===== src/rtl/alu_arbiter_pkg.sv =====
// Shared constants and types for alu_arbiter and its ALU.
// Build option: ALU_ARB_FIXED_PRIO_EN selects fixed priority for port 0.
package alu_arbiter_pkg;

   localparam logic [2:0] ALU_ADD_SUB = 3'd0;
   localparam logic [2:0] ALU_SLL     = 3'd1;
   localparam logic [2:0] ALU_SLT     = 3'd2;
   localparam logic [2:0] ALU_SLTU    = 3'd3;
   localparam logic [2:0] ALU_XOR     = 3'd4;
   localparam logic [2:0] ALU_SRL_SRA = 3'd5;
   localparam logic [2:0] ALU_OR      = 3'd6;
   localparam logic [2:0] ALU_AND_CLR = 3'd7;

   localparam logic [0:0] EMPTY = 1'b0;
   localparam logic [0:0] FULL  = 1'b1;

   typedef struct packed {
      logic [2:0]  function_select;
      logic        function_modifier;
      logic [31:0] input_a;
      logic [31:0] input_b;
   } alu_op_t;

endpackage


===== src/rtl/alu_arbiter_alu.sv =====
// Combinational 32-bit ALU shared by the arbiter ports.
// Modifier selects SUB, SRA or CLR (~a & b) on the matching ops.
module alu_arbiter_alu
   import alu_arbiter_pkg::*;
(
   input  logic [2:0]  function_select,
   input  logic        function_modifier,
   input  logic [31:0] input_a,
   input  logic [31:0] input_b,
   output logic [31:0] result
);

   logic [4:0]  shamt;
   logic [31:0] sra;

   assign shamt = input_b[4:0];
   assign sra   = $signed(input_a) >>> shamt;

   always_comb begin
      result = '0;
      unique case (function_select)
         ALU_ADD_SUB: begin
            if (function_modifier)
               result = input_a - input_b;
            else
               result = input_a + input_b;
         end
         ALU_SLL:  result = input_a << shamt;
         ALU_SLT:
            result = {31'd0, $signed(input_a) < $signed(input_b)};
         ALU_SLTU: result = {31'd0, input_a < input_b};
         ALU_XOR:  result = input_a ^ input_b;
         ALU_SRL_SRA: begin
            if (function_modifier)
               result = sra;
            else
               result = input_a >> shamt;
         end
         ALU_OR:   result = input_a | input_b;
         ALU_AND_CLR: begin
            if (function_modifier)
               result = ~input_a & input_b;
            else
               result = input_a & input_b;
         end
      endcase
   end

endmodule


===== src/rtl/alu_arbiter.sv =====
// Two-port round-robin arbiter around one ALU with a one-entry result buffer.
// Define ALU_ARB_FIXED_PRIO_EN to give port 0 fixed priority instead.
module alu_arbiter
   import alu_arbiter_pkg::*;
#(
   parameter int TAG_WIDTH = 4
) (
   input  logic                 clk,
   input  logic                 reset,
   input  logic                 req0_valid,
   output logic                 req0_ready,
   input  logic [2:0]           req0_function_select,
   input  logic                 req0_function_modifier,
   input  logic [31:0]          req0_input_a,
   input  logic [31:0]          req0_input_b,
   input  logic [TAG_WIDTH-1:0] req0_tag,
   input  logic                 req1_valid,
   output logic                 req1_ready,
   input  logic [2:0]           req1_function_select,
   input  logic                 req1_function_modifier,
   input  logic [31:0]          req1_input_a,
   input  logic [31:0]          req1_input_b,
   input  logic [TAG_WIDTH-1:0] req1_tag,
   output logic                 rsp0_valid,
   input  logic                 rsp0_ready,
   output logic [31:0]          rsp0_result,
   output logic [TAG_WIDTH-1:0] rsp0_tag,
   output logic                 rsp1_valid,
   input  logic                 rsp1_ready,
   output logic [31:0]          rsp1_result,
   output logic [TAG_WIDTH-1:0] rsp1_tag
);

   logic [0:0]           state;
   logic                 owner;
   logic [31:0]          buf_result;
   logic [TAG_WIDTH-1:0] buf_tag;

   logic                 consume;
   logic                 free;
   logic                 grant;
   logic                 accept;
   alu_op_t              op;
   logic [TAG_WIDTH-1:0] op_tag;
   logic [31:0]          alu_result;

   assign consume = (state == FULL) &&
                    (owner ? rsp1_ready : rsp0_ready);
   assign free    = (state == EMPTY) || consume;

`ifdef ALU_ARB_FIXED_PRIO_EN
   assign grant = !req0_valid && req1_valid;
`else
   logic last_grant;

   // On contention the port served last yields.
   assign grant = (req0_valid && req1_valid) ?
                  !last_grant : req1_valid;

   always_ff @(posedge clk or posedge reset) begin
      if (reset)
         last_grant <= 1'b1;
      else if (accept)
         last_grant <= grant;
   end
`endif

   assign req0_ready = free && !grant;
   assign req1_ready = free && grant;
   assign accept     = (req0_valid && req0_ready) ||
                       (req1_valid && req1_ready);

   always_comb begin
      if (grant) begin
         op.function_select   = req1_function_select;
         op.function_modifier = req1_function_modifier;
         op.input_a           = req1_input_a;
         op.input_b           = req1_input_b;
         op_tag               = req1_tag;
      end else begin
         op.function_select   = req0_function_select;
         op.function_modifier = req0_function_modifier;
         op.input_a           = req0_input_a;
         op.input_b           = req0_input_b;
         op_tag               = req0_tag;
      end
   end

   alu_arbiter_alu u_alu (
      .function_select   (op.function_select),
      .function_modifier (op.function_modifier),
      .input_a           (op.input_a),
      .input_b           (op.input_b),
      .result            (alu_result)
   );

   always_ff @(posedge clk or posedge reset) begin
      if (reset) begin
         state      <= EMPTY;
         owner      <= 1'b0;
         buf_result <= '0;
         buf_tag    <= '0;
      end else if (accept) begin
         state      <= FULL;
         owner      <= grant;
         buf_result <= alu_result;
         buf_tag    <= op_tag;
      end else if (consume) begin
         state      <= EMPTY;
      end
   end

   assign rsp0_valid  = (state == FULL) && !owner;
   assign rsp1_valid  = (state == FULL) && owner;
   assign rsp0_result = buf_result;
   assign rsp1_result = buf_result;
   assign rsp0_tag    = buf_tag;
   assign rsp1_tag    = buf_tag;

endmodule


===== config.mk =====
export PLATFORM = sky130hd
export DESIGN_NAME = alu_arbiter
export DESIGN_NICKNAME = d
export VERILOG_FILES = /design/src/rtl/alu_arbiter_pkg.sv /design/src/rtl/alu_arbiter_alu.sv /design/src/rtl/alu_arbiter.sv
export SDC_FILE = /design/constraint.sdc
export NUM_CORES = 1
export LEC_CHECK = 0
export BUFFER_PORTS_ARGS = -buffer_cell sky130_fd_sc_hd__buf_2
export CAP_MARGIN = 20
export CORE_MARGIN = 1.5
export CORE_UTILIZATION = 51
export DETAILED_ROUTE_END_ITERATION = 10
export HOLD_SLACK_MARGIN = 0.1
export PLACE_DENSITY = 0.74
export SLEW_MARGIN = 20
export SYNTH_ARGS = -nofsm -noshare
export SYNTH_HDL_FRONTEND = slang
export SYNTH_HIERARCHICAL = 1
export SYNTH_SLANG_ARGS = --single-unit

===== constraint.sdc =====
create_clock -name clk -period 11 [get_ports clk]
set_clock_uncertainty 0.1 [all_clocks]
set_input_delay 1.1 -clock clk [delete_from_list [all_inputs] [get_ports clk]]
set_output_delay 1.1 -clock clk [all_outputs]
set_load 0.02 [all_outputs]

* After elaboration in Yosys (flattened, before gate mapping) *
Index checks and enable logic that the tools add are counted.

word-level totals
  bits in registers = 39
  word-level logic and storage cells = 50
  output and inout port bits = 76
  input port bits = 150

cells by class
  order comparisons = 2
  bitwise logic cells = 6
  shift-type cells = 3
  add/subtract/negate cells = 2
  equality and inequality tests = 7
  reductions and logical operators = 15
  multiplexer cells = 10

operator list
  operator            count
  $pmux 32 s8         1
  $mux 32             3
  $mux 68             1
  $and 32x32->32      2
  $lt 32x32->1        2
  $add 32x32->32      1
  $not 32->32         1
  $or 32x32->32       1
  $shl 32x5->32       1
  $shr 32x5->32       1
  $sshr 32x5->32      1
  $sub 32x32->32      1
  $xor 32x32->32      1
  $eq 3x3->1 const B  4
  $logic_and 1x1->1   8
  $eq 3x2->1 const B  2
  $mux 1              4
  $mux 4              1
  $eq 3x1->1 const B  1
  $logic_not 1->1     3
  $logic_not 3->1     1
  $logic_or 1x1->1    2
  $reduce_bool 2->1   1
  $not 1->1           1

* Longest topological paths before layout *
Gate-level depths: netlist (run 1).

  depth after elaboration = 7
  depth in mapped cells = 19
  gate-level depth less buffers = 16

* Cells and area by module *
Netlist (run 1), hierarchy kept.

modules (own cells, without submodules)
  module           area each (um^2)  instances  sequential area each (um^2)  cells an instance
  alu_arbiter_alu  9047.4            1          0.0                          1370
  alu_arbiter      2824.0            1          977.2                        212

* Worst setup path before layout (run 1) *
Ideal clock, no wire load.

  path kind = in2reg
  start = input req1_valid
  end = register buf_result[30], in the netlist rsp0_result[30]
  data required time = 10.775 ns
  setup slack = 5.248 ns
  setup time = 0.125 ns
  arrival time = 5.527 ns
  cell stages on the path = 19
  path buffers = 5
  cells stage by stage = a21boi_0 > buf_4 > buf_6 > mux2_2 > clkbuf_1 > inv_2 > buf_1 > buf_1 > ha_1 > nand2b_1 > a2111oi_0 > a2111o_1 > a21oi_2 > a2111oi_4 > o311ai_2 > o21ai_1 > xor2_1 > o21ai_0 > mux2_4

RTL lines
  item                  line                RTL
  start, declared       alu_arbiter.sv:17   input logic req1_valid,
  end signal, assigned  alu_arbiter.sv:106  buf_result <= alu_result;
  end, declared         alu_arbiter.sv:36   logic [31:0] buf_result;

==> summary.md, run 1 <==
| Metric | Value |
|---|---|
| Status | `completed` |
| # Max-Cap Violations | `0` |
| Worst R2R Path Depth | `15` |
| # rows | `55` |
| H-Tree Depth | `2` |
| Initial core utilization | `52.3%` |
| Area share of the largest cell type after synthesis | `10.1%` |
| Crit path DAT | `6.29 ns` |
| Ys async rst share | `100%` |
| Worst hold path class | `flop to flop` |
| Final Setup Violations | `0` |
| RSZ-0062 raised after global routing | `false` |
| Switch share | `58.3%` |
| Placer Congestion | `1.03` |
| CP cell instances | `buf_2 > a21boi_4 > mux2_2 > buf_4 > inv_1 > ha_1 > o211ai_1 > o211ai_1 > or4b_1 > nand3b_1 > o2bb2ai_1 > a41oi_1 > nor3_1 > xnor2_1 > o211ai_1 > mux2_4` |
| Endpoint class of the critical path | `flop` |
| Syn nets | `1,830` |
| Leak | `5.84 nW` |
| Routed length per placed instance | `25.3 um` |
| Slew HR | `25.7%` |
| I/O Buffers | `225` |
| All-layer global routing usage | `39.8%` |
| Final core utilization | `56.4%` |
| Initial antenna violation count | `2` |
| Top FF cell, synth | `dfrtp_1` |
| Reg power frac | `11.6%` |
| CTS Buf Count | `5` |
| Pre-antenna DRT Iters | `7` |
| First-pass GRT wire length | `73.6 mm` |
| Top cell by count, worst path | `o211ai_1` |
| Max Root-Sink Buffers | `2` |
| Routed Antenna Nets | `0` |
| TNS Setup | `0 ns` |
| FF+latch count, synth | `39` |
| Slew @ Worst Pin | `1.11 ns` |
| Period minus WS final | `6.21 ns` |
| WP data required | `11.08 ns` |
| Num ports | `226` |
| Global route total overflow | `0` |
| Via count | `13,300` |
| Crit path max-delay cell type | `a21boi_4` |
| Nets | `1,922` |
| Crit Reg-Reg Startpoint | `last_grant` |
| Fraction of layout cells with a size suffix above 1 | `25.6%` |
| HP Start | `rsp0_result[17]` |
| Register area share after synthesis | `8.23%` |
| Post-synthesis cell type count | `92` |
| Number of synthesized flops with an enable pin | `0` |
| Power Dens Cells | `189 nW/um2` |
| Hold_buf cts | `0` |
| Net Sw Power | `1.41 mW` |
| Worst Hold End | `rsp0_result[17]` |
| Drt total wl | `49.6 mm` |
| Synth top area cells | `ha_1 10%, mux2_2 8.3%, dfrtp_1 8.0%` |
| Post-CTS sizing | `0` |
| Post-DR vias/cell | `6.81` |
| Clk Latency, worst-skew pair | `0.29 ns` |
| Die X | `156 um` |
| Die Area | `24,200 um2` |
| Fill cell count | `2,256` |
| Post-synth top area cell | `ha_1` |
| Vias in the first global route | `11,900` |
| CTS Root Cell | `clkbuf_16` |
| Drt initial violations | `1,656` |
| Hpwl dp | `38.0 mm` |
| Max Clk Rate | `0.161 GHz` |
| Internal cell power | `1.01 mW` |
| Hold Path Stages | `1` |
| RR Endpoint | `rsp0_result[29]` |
| Peak VDD IR | `87.6 uV` |
| CP startpoint kind | `input pin` |
| Postcts setup bufs | `0` |
| Hold Vio Cnt, Final | `0` |
| Logic pwr share | `82.1%` |
| Maximum fanout along the worst path | `53` |
| Sink Count | `39` |
| Clock share of power | `6.2%` |
| CP Class | `input pin to flop` |
| Netlist Area Pre-Place | `11,900 um2` |
| DR DRC count | `0` |
| Yosys warns | `6` |
| Die H | `156 um` |
| Final Cycle Share | `56.5%` |
| Area grow syn2layout | `7.83%` |
| Largest net degree at the start of global routing | `79` |
| Antenna cell count | `0` |
| Reg clk slew, reported paths | `0.07 ns` |
| Max incr delay on CP | `0.63 ns` |
| Avg Inst Size Synth | `7.50 um2` |
| Core area | `22,700 um2` |
| CTS tree | `yes` |
| Syn Inst Count | `1,582` |
| Reg2Reg Setup Slack | `5.34 ns` |
| Max-slew violations | `0` |
==> logic make-up (layout without fill, tap and decap cells) <==
logic type | Yosys count | after routing | share of synthesized area, %
AO/OA/AOI/OAI | 534 | 534 | 29.4
AND/OR/NAND/NOR | 387 | 387 | 15.1
buffers and inverters | 261 | 354 | 10.6
multiplexers | 200 | 200 | 21.6
adder cells (fa/ha/maj) | 98 | 98 | 10.5
XOR/XNOR | 63 | 63 | 4.65
flip-flops | 39 | 39 | 8.23
==> synthesized netlist by cell type, drive strengths merged (9+ instances only) <==
library cell and count:
mux4 24, o211ai 28, or2 10, a31oi 16, a221oi 14, ha 96
a22o 17, nand2b 17, a21o 12, nor2b 9, xnor2 27, a21oi 153
nand2 84, o31ai 9, mux2 117, a211o 12, a211oi 23, o21ai 134
a22oi 12, o22ai 17, mux2i 59, inv 96, xor2 36, clkbuf 70
or3 11, buf 91, nor3 32, o21bai 9, nand3 28, dfrtp 38
nor2 155, o221ai 11
==> cells in the final DEF, fill, tap and decap left out, types with 16 or more instances in the layout <==
master,count
ha_1,96
dfrtp_1,38
mux2_4,31
nor2_1,154
nand2b_1,17
a211oi_1,22
nand3_1,28
mux2i_1,58
o211ai_1,28
a31oi_1,16
o22ai_1,17
xor2_1,36
buf_4,21
inv_1,95
a21oi_1,151
nand2_1,84
xnor2_1,27
nor3_1,30
buf_2,225
mux4_2,24
o21ai_0,130
a22o_1,17
mux2_2,86
==> power groups by stage <==
stage	Clock (mW)	Combinational, mW	Sequential (mW)
floorplan	0	1.36	0.329
global placement	0	1.91	0.277
detailed placement	0	1.91	0.280
CTS	0.150	1.92	0.278
global route	0.155	2.10	0.288
finish	0.151	1.98	0.281
==> metrics by stage <==
stage | hold slack, ns | area [um2] | setup WS (ns) | std cells | power, mW
2_1_floorplan | 0.383 | 11900 | 5.25 | 1582 | 1.69
3_3_place_gp | 0.410 | 12700 | 4.81 | 1952 | 2.19
3_5_place_dp | 0.412 | 12700 | 4.72 | 1952 | 2.19
4_1_cts | 0.433 | 12800 | 5.01 | 1960 | 2.35
5_1_grt | 0.445 | 12800 | 4.59 | 1960 | 2.54
6_report | 0.426 | 12800 | 4.79 | 1960 | 2.41
==> flip-flops by register name (all words and copies together) (netlist names) <==
name         cells
rsp0_result     32
rsp0_tag         4
last_grant       1
owner            1
state            1
==> per-layer routing <==
| metal | vias up | track usage [%] | wire length (um) |
|---|---|---|---|
| met1 | 6325 | 56.2 | 20700 |
| met3 | 114 | 9.72 | 6390 |
| li1 | 5958 | - | - |
| met5 | - | 0 | 12 |
| met4 | 2 | 12.9 | 1720 |
| met2 | 947 | 59.1 | 20800 |
==> how the worst max path moves through the flow <==
stage	start	end	slack, ns	cells past startpoint
floorplan	req1_valid	rsp0_result[30]	5.25	19
global placement	req0_valid	rsp0_result[28]	4.81	17
detailed placement	req0_valid	rsp0_result[31]	4.72	16
CTS	req0_valid	rsp0_result[31]	5.01	16
global route	req0_valid	rsp0_result[29]	4.59	16
finish	req0_valid	rsp0_result[29]	4.79	16
==> critical path, delay by kind of cell <==
family,cells,cell delay (ns)
xor gates and xnor gates,1,0.18
muxes,2,0.56
and+or+nand+nor,3,1.25
buffers and inverters,3,1.01
AOI/OAI and AO/OA,6,1.54
adders and majority gates,1,0.59
==> final cells by class <==
class	count	area [um2]	area share [%]
clock buffer	7	133	1.04
clock inverter	1	5.00	0.0391
inverter	100	375	2.93
multi-input combinational	1282	9670	75.5
sequential	39	977	7.63
tap	285	357	2.79
timing repair buffer	246	1280	10.0
(Power assumes the default switching activity.)
==> inputs of run 2 (changes only) <==
==> constraint.sdc (replaced) <==
create_clock -name clk -period 6.1 [get_ports clk]
set_clock_uncertainty 0.1 [all_clocks]
set_input_delay 0.61 -clock clk [delete_from_list [all_inputs] [get_ports clk]]
set_output_delay 0.61 -clock clk [all_outputs]
set_load 0.02 [all_outputs]
==> run 2 against run 1 <==
  * First-iteration DRC count grew 12%
  * Via count shrank 0.27%
  * Clock power grew 110%
  * Register-to-register slack lost 4.6 ns
  * Combinational power grew 82%
  * Total power grew 82%
  * Count of clock-buffer cells in the layout shrank 2
  * Final cell count grew 0.51%
  * Die area is the same
  * Hold slack lost 0.31 ns
==> summary.md, run 2 (synthesis gave the netlist of run 1 again) <==
| Metric | Value |
|---|---|
| TNS Setup | `0 ns (unchanged)` |
| # rows | `55 (unchanged)` |
| Slew HR | `24.2% (-1.5 points)` |
| Placer Congestion | `1.06 (+2.1%)` |
| Crit path DAT | `5.45 ns (-0.84 ns)` |
| Hold Vio Cnt, Final | `0 (unchanged)` |
| All-layer global routing usage | `39.4% (-0.41 points)` |
| Internal cell power | `1.87 mW (+86%)` |
| Critical path endpoint | `rsp0_result[30]` |
| Nets | `1,932 (+0.52%)` |
| Max reg flops | `32 (unchanged)` |
| Final core utilization | `56.9% (+0.50 points)` |
| Routed length per placed instance | `24.8 um (-2.1%)` |
| CP Class | `input pin to flop` |
| CTS Buf Count | `5 (unchanged)` |
| First-pass GRT wire length | `73.4 mm (-0.18%)` |
| I/O Buffers | `225 (unchanged)` |
| Power Dens Cells | `341 nW/um2 (+81%)` |
| Vias in the first global route | `12,000 (+0.68%)` |
| Die H | `156 um (unchanged)` |
| Hold_buf cts | `0 (unchanged)` |
| Reg power frac | `11.0% (-0.6 points)` |
| CTS Root Cell | `clkbuf_16` |
| Logic pwr share | `82.0% (about the same)` |
| Die X | `156 um (unchanged)` |
| Drt initial violations | `1,848 (+12%)` |
| Leading cell type in the layout, fill and taps excluded | `buf_2` |
| CTS tree | `yes` |
| Sink Count | `39 (unchanged)` |
| Crit Reg-Reg Startpoint | `last_grant` |
| Reg clk slew, reported paths | `0.08 ns (about the same)` |
| # Max-Cap Violations | `0 (unchanged)` |
| Routed Antenna Nets | `0 (unchanged)` |
| Initial antenna violation count | `0 (-2)` |
| Max-slew violations | `0 (unchanged)` |
| Initial core utilization | `52.3% (unchanged)` |
| Power after layout | `4.40 mW (+82%)` |
| Post-DR vias/cell | `6.76 (-0.78%)` |
| Via count | `13,300 (-0.27%)` |
| Antenna cell count | `0 (unchanged)` |
| Hpwl dp | `38.0 mm (+0.15%)` |
| Max Clk Rate | `0.186 GHz` |
| Global route total overflow | `0 (unchanged)` |
| Dpl cells | `1,962 (+0.51%)` |
| Leak | `5.90 nW (+1.1%)` |
| RSZ-0062 raised after global routing | `false` |
| Pre-antenna DRT Iters | `6 (-1)` |
| Net Sw Power | `2.53 mW (+80%)` |
| Maximum fanout along the worst path | `12 (-77%)` |
| Final Setup Violations | `0 (unchanged)` |
| Post-CTS sizing | `0 (unchanged)` |
| Drt total wl | `48.8 mm (-1.6%)` |
| Postcts setup bufs | `0 (unchanged)` |
| Clk Latency, worst-skew pair | `0.29 ns (about the same)` |
| H-Tree Depth | `2 (unchanged)` |
| Num ports | `226 (unchanged)` |
| Worst hold path class | `input pin to asynchronous set/reset pin` |
| Core area | `22,700 um2 (unchanged)` |
| Slew @ Worst Pin | `1.13 ns (+0.0225 ns)` |
| Final Cycle Share | `88.0%` |
| Reg2Reg Setup Slack | `0.79 ns (-4.55 ns)` |
| Worst R2R Path Depth | `15 (unchanged)` |
| Max Root-Sink Buffers | `2 (unchanged)` |
| Setup crit start | `req0_valid` |
| Area grow syn2layout | `8.78%` |
| Final cell count without fillers | `1,970 (+0.51%)` |
| Highest-count cells in the layout ignoring fill and taps | `225 x buf_2, 154 x nor2_1, 151 x a21oi_1, 130 x o21ai_0, 96 x ha_1` |
| Endpoint class of the critical path | `flop` |
| Die Area | `24,200 um2 (unchanged)` |
| Status | `completed` |
| Switch share | `57.5% (-0.84 points)` |
| RR Endpoint | `rsp0_result[30]` |
| Clock share of power | `7.1% (+0.9 points)` |
| Peak VDD IR | `149 uV (+70%)` |
| DR DRC count | `0 (unchanged)` |
| CP startpoint kind | `input pin` |
| Largest net degree at the start of global routing | `81 (+2.5%)` |
| Period minus WS final | `5.37 ns` |
| WP data required | `6.18 ns (-4.90 ns)` |
| Fraction of layout cells with a size suffix above 1 | `26.1% (+0.56 points)` |
[run 2: cell count changes in the layout (fill, tap and decap cells not counted), sizes merged]
| cell | change |
|---|---|
| buf | +10 |
| bufinv | +1 |
| clkbuf | -2 |
| clkinv | +1 |
[run 2: worst max-delay path: stages]
cell and delay, ns:
buf_2 0.13, a21boi_4 0.57, buf_4 0.32, mux2_2 0.39
inv_1 0.10, ha_1 0.36, or3_1 0.42, a2111oi_0 0.68
a2111o_1 0.28, a21oi_2 0.16, a2111oi_4 0.37, o311ai_2 0.23
o21ai_1 0.28, xor2_1 0.15, o21ai_0 0.10, mux2_4 0.28
[run 2: worst min-delay path by stage]
stage	end	slack [ns]	cells past startpoint	start
finish	rsp0_result[26]	0.11	2	reset
global route	rsp0_result[26]	0.14	2	reset
CTS	rsp0_result[26]	0.12	2	reset
detailed placement	rsp0_tag[1]	0.41	1	rsp0_tag[1]
global placement	rsp0_result[20]	0.41	1	rsp0_result[20]
floorplan	last_grant	0.38	2	last_grant
[run 2: power by group through the flow]
stage / combinational, mW / sequential [mW] / clock (mW)
finish: 3.61 / 0.483 / 0.312
global route: 3.82 / 0.497 / 0.326
CTS: 3.49 / 0.481 / 0.317
detailed placement: 3.48 / 0.485 / 0
global placement: 3.49 / 0.480 / 0
floorplan: 2.45 / 0.592 / 0
[run 2: metal layers]
metal | routed length, um | track usage [%] | vias up
met5 | 0 | 0 | -
met4 | 1950 | 13.5 | 0
met3 | 5740 | 6.58 | 128
met2 | 20600 | 59.5 | 961
met1 | 20500 | 56.4 | 6251
li1 | - | - | 5970
[run 2: layout make-up]
| type | count | area (um2) |
|---|---|---|
| flip-flops and latches | 39 | 977 |
| clock buffers | 5 | 125 |
| inverters | 100 | 375 |
| well taps | 285 | 357 |
| repair buffers | 256 | 1370 |
| multi-input cells | 1282 | 9660 |
| clock inverters | 3 | 43.8 |
| fillers | 2207 | 9800 |
[run 2: through the flow]
stage	hold WS, ns	setup slack, ns	cell area, um2
2_1_floorplan	0.383	0.838	11900
3_3_place_gp	0.406	0.637	12700
3_5_place_dp	0.414	0.543	12700
4_1_cts	0.119	0.839	12900
5_1_grt	0.139	0.477	12900
6_report	0.114	0.730	12900
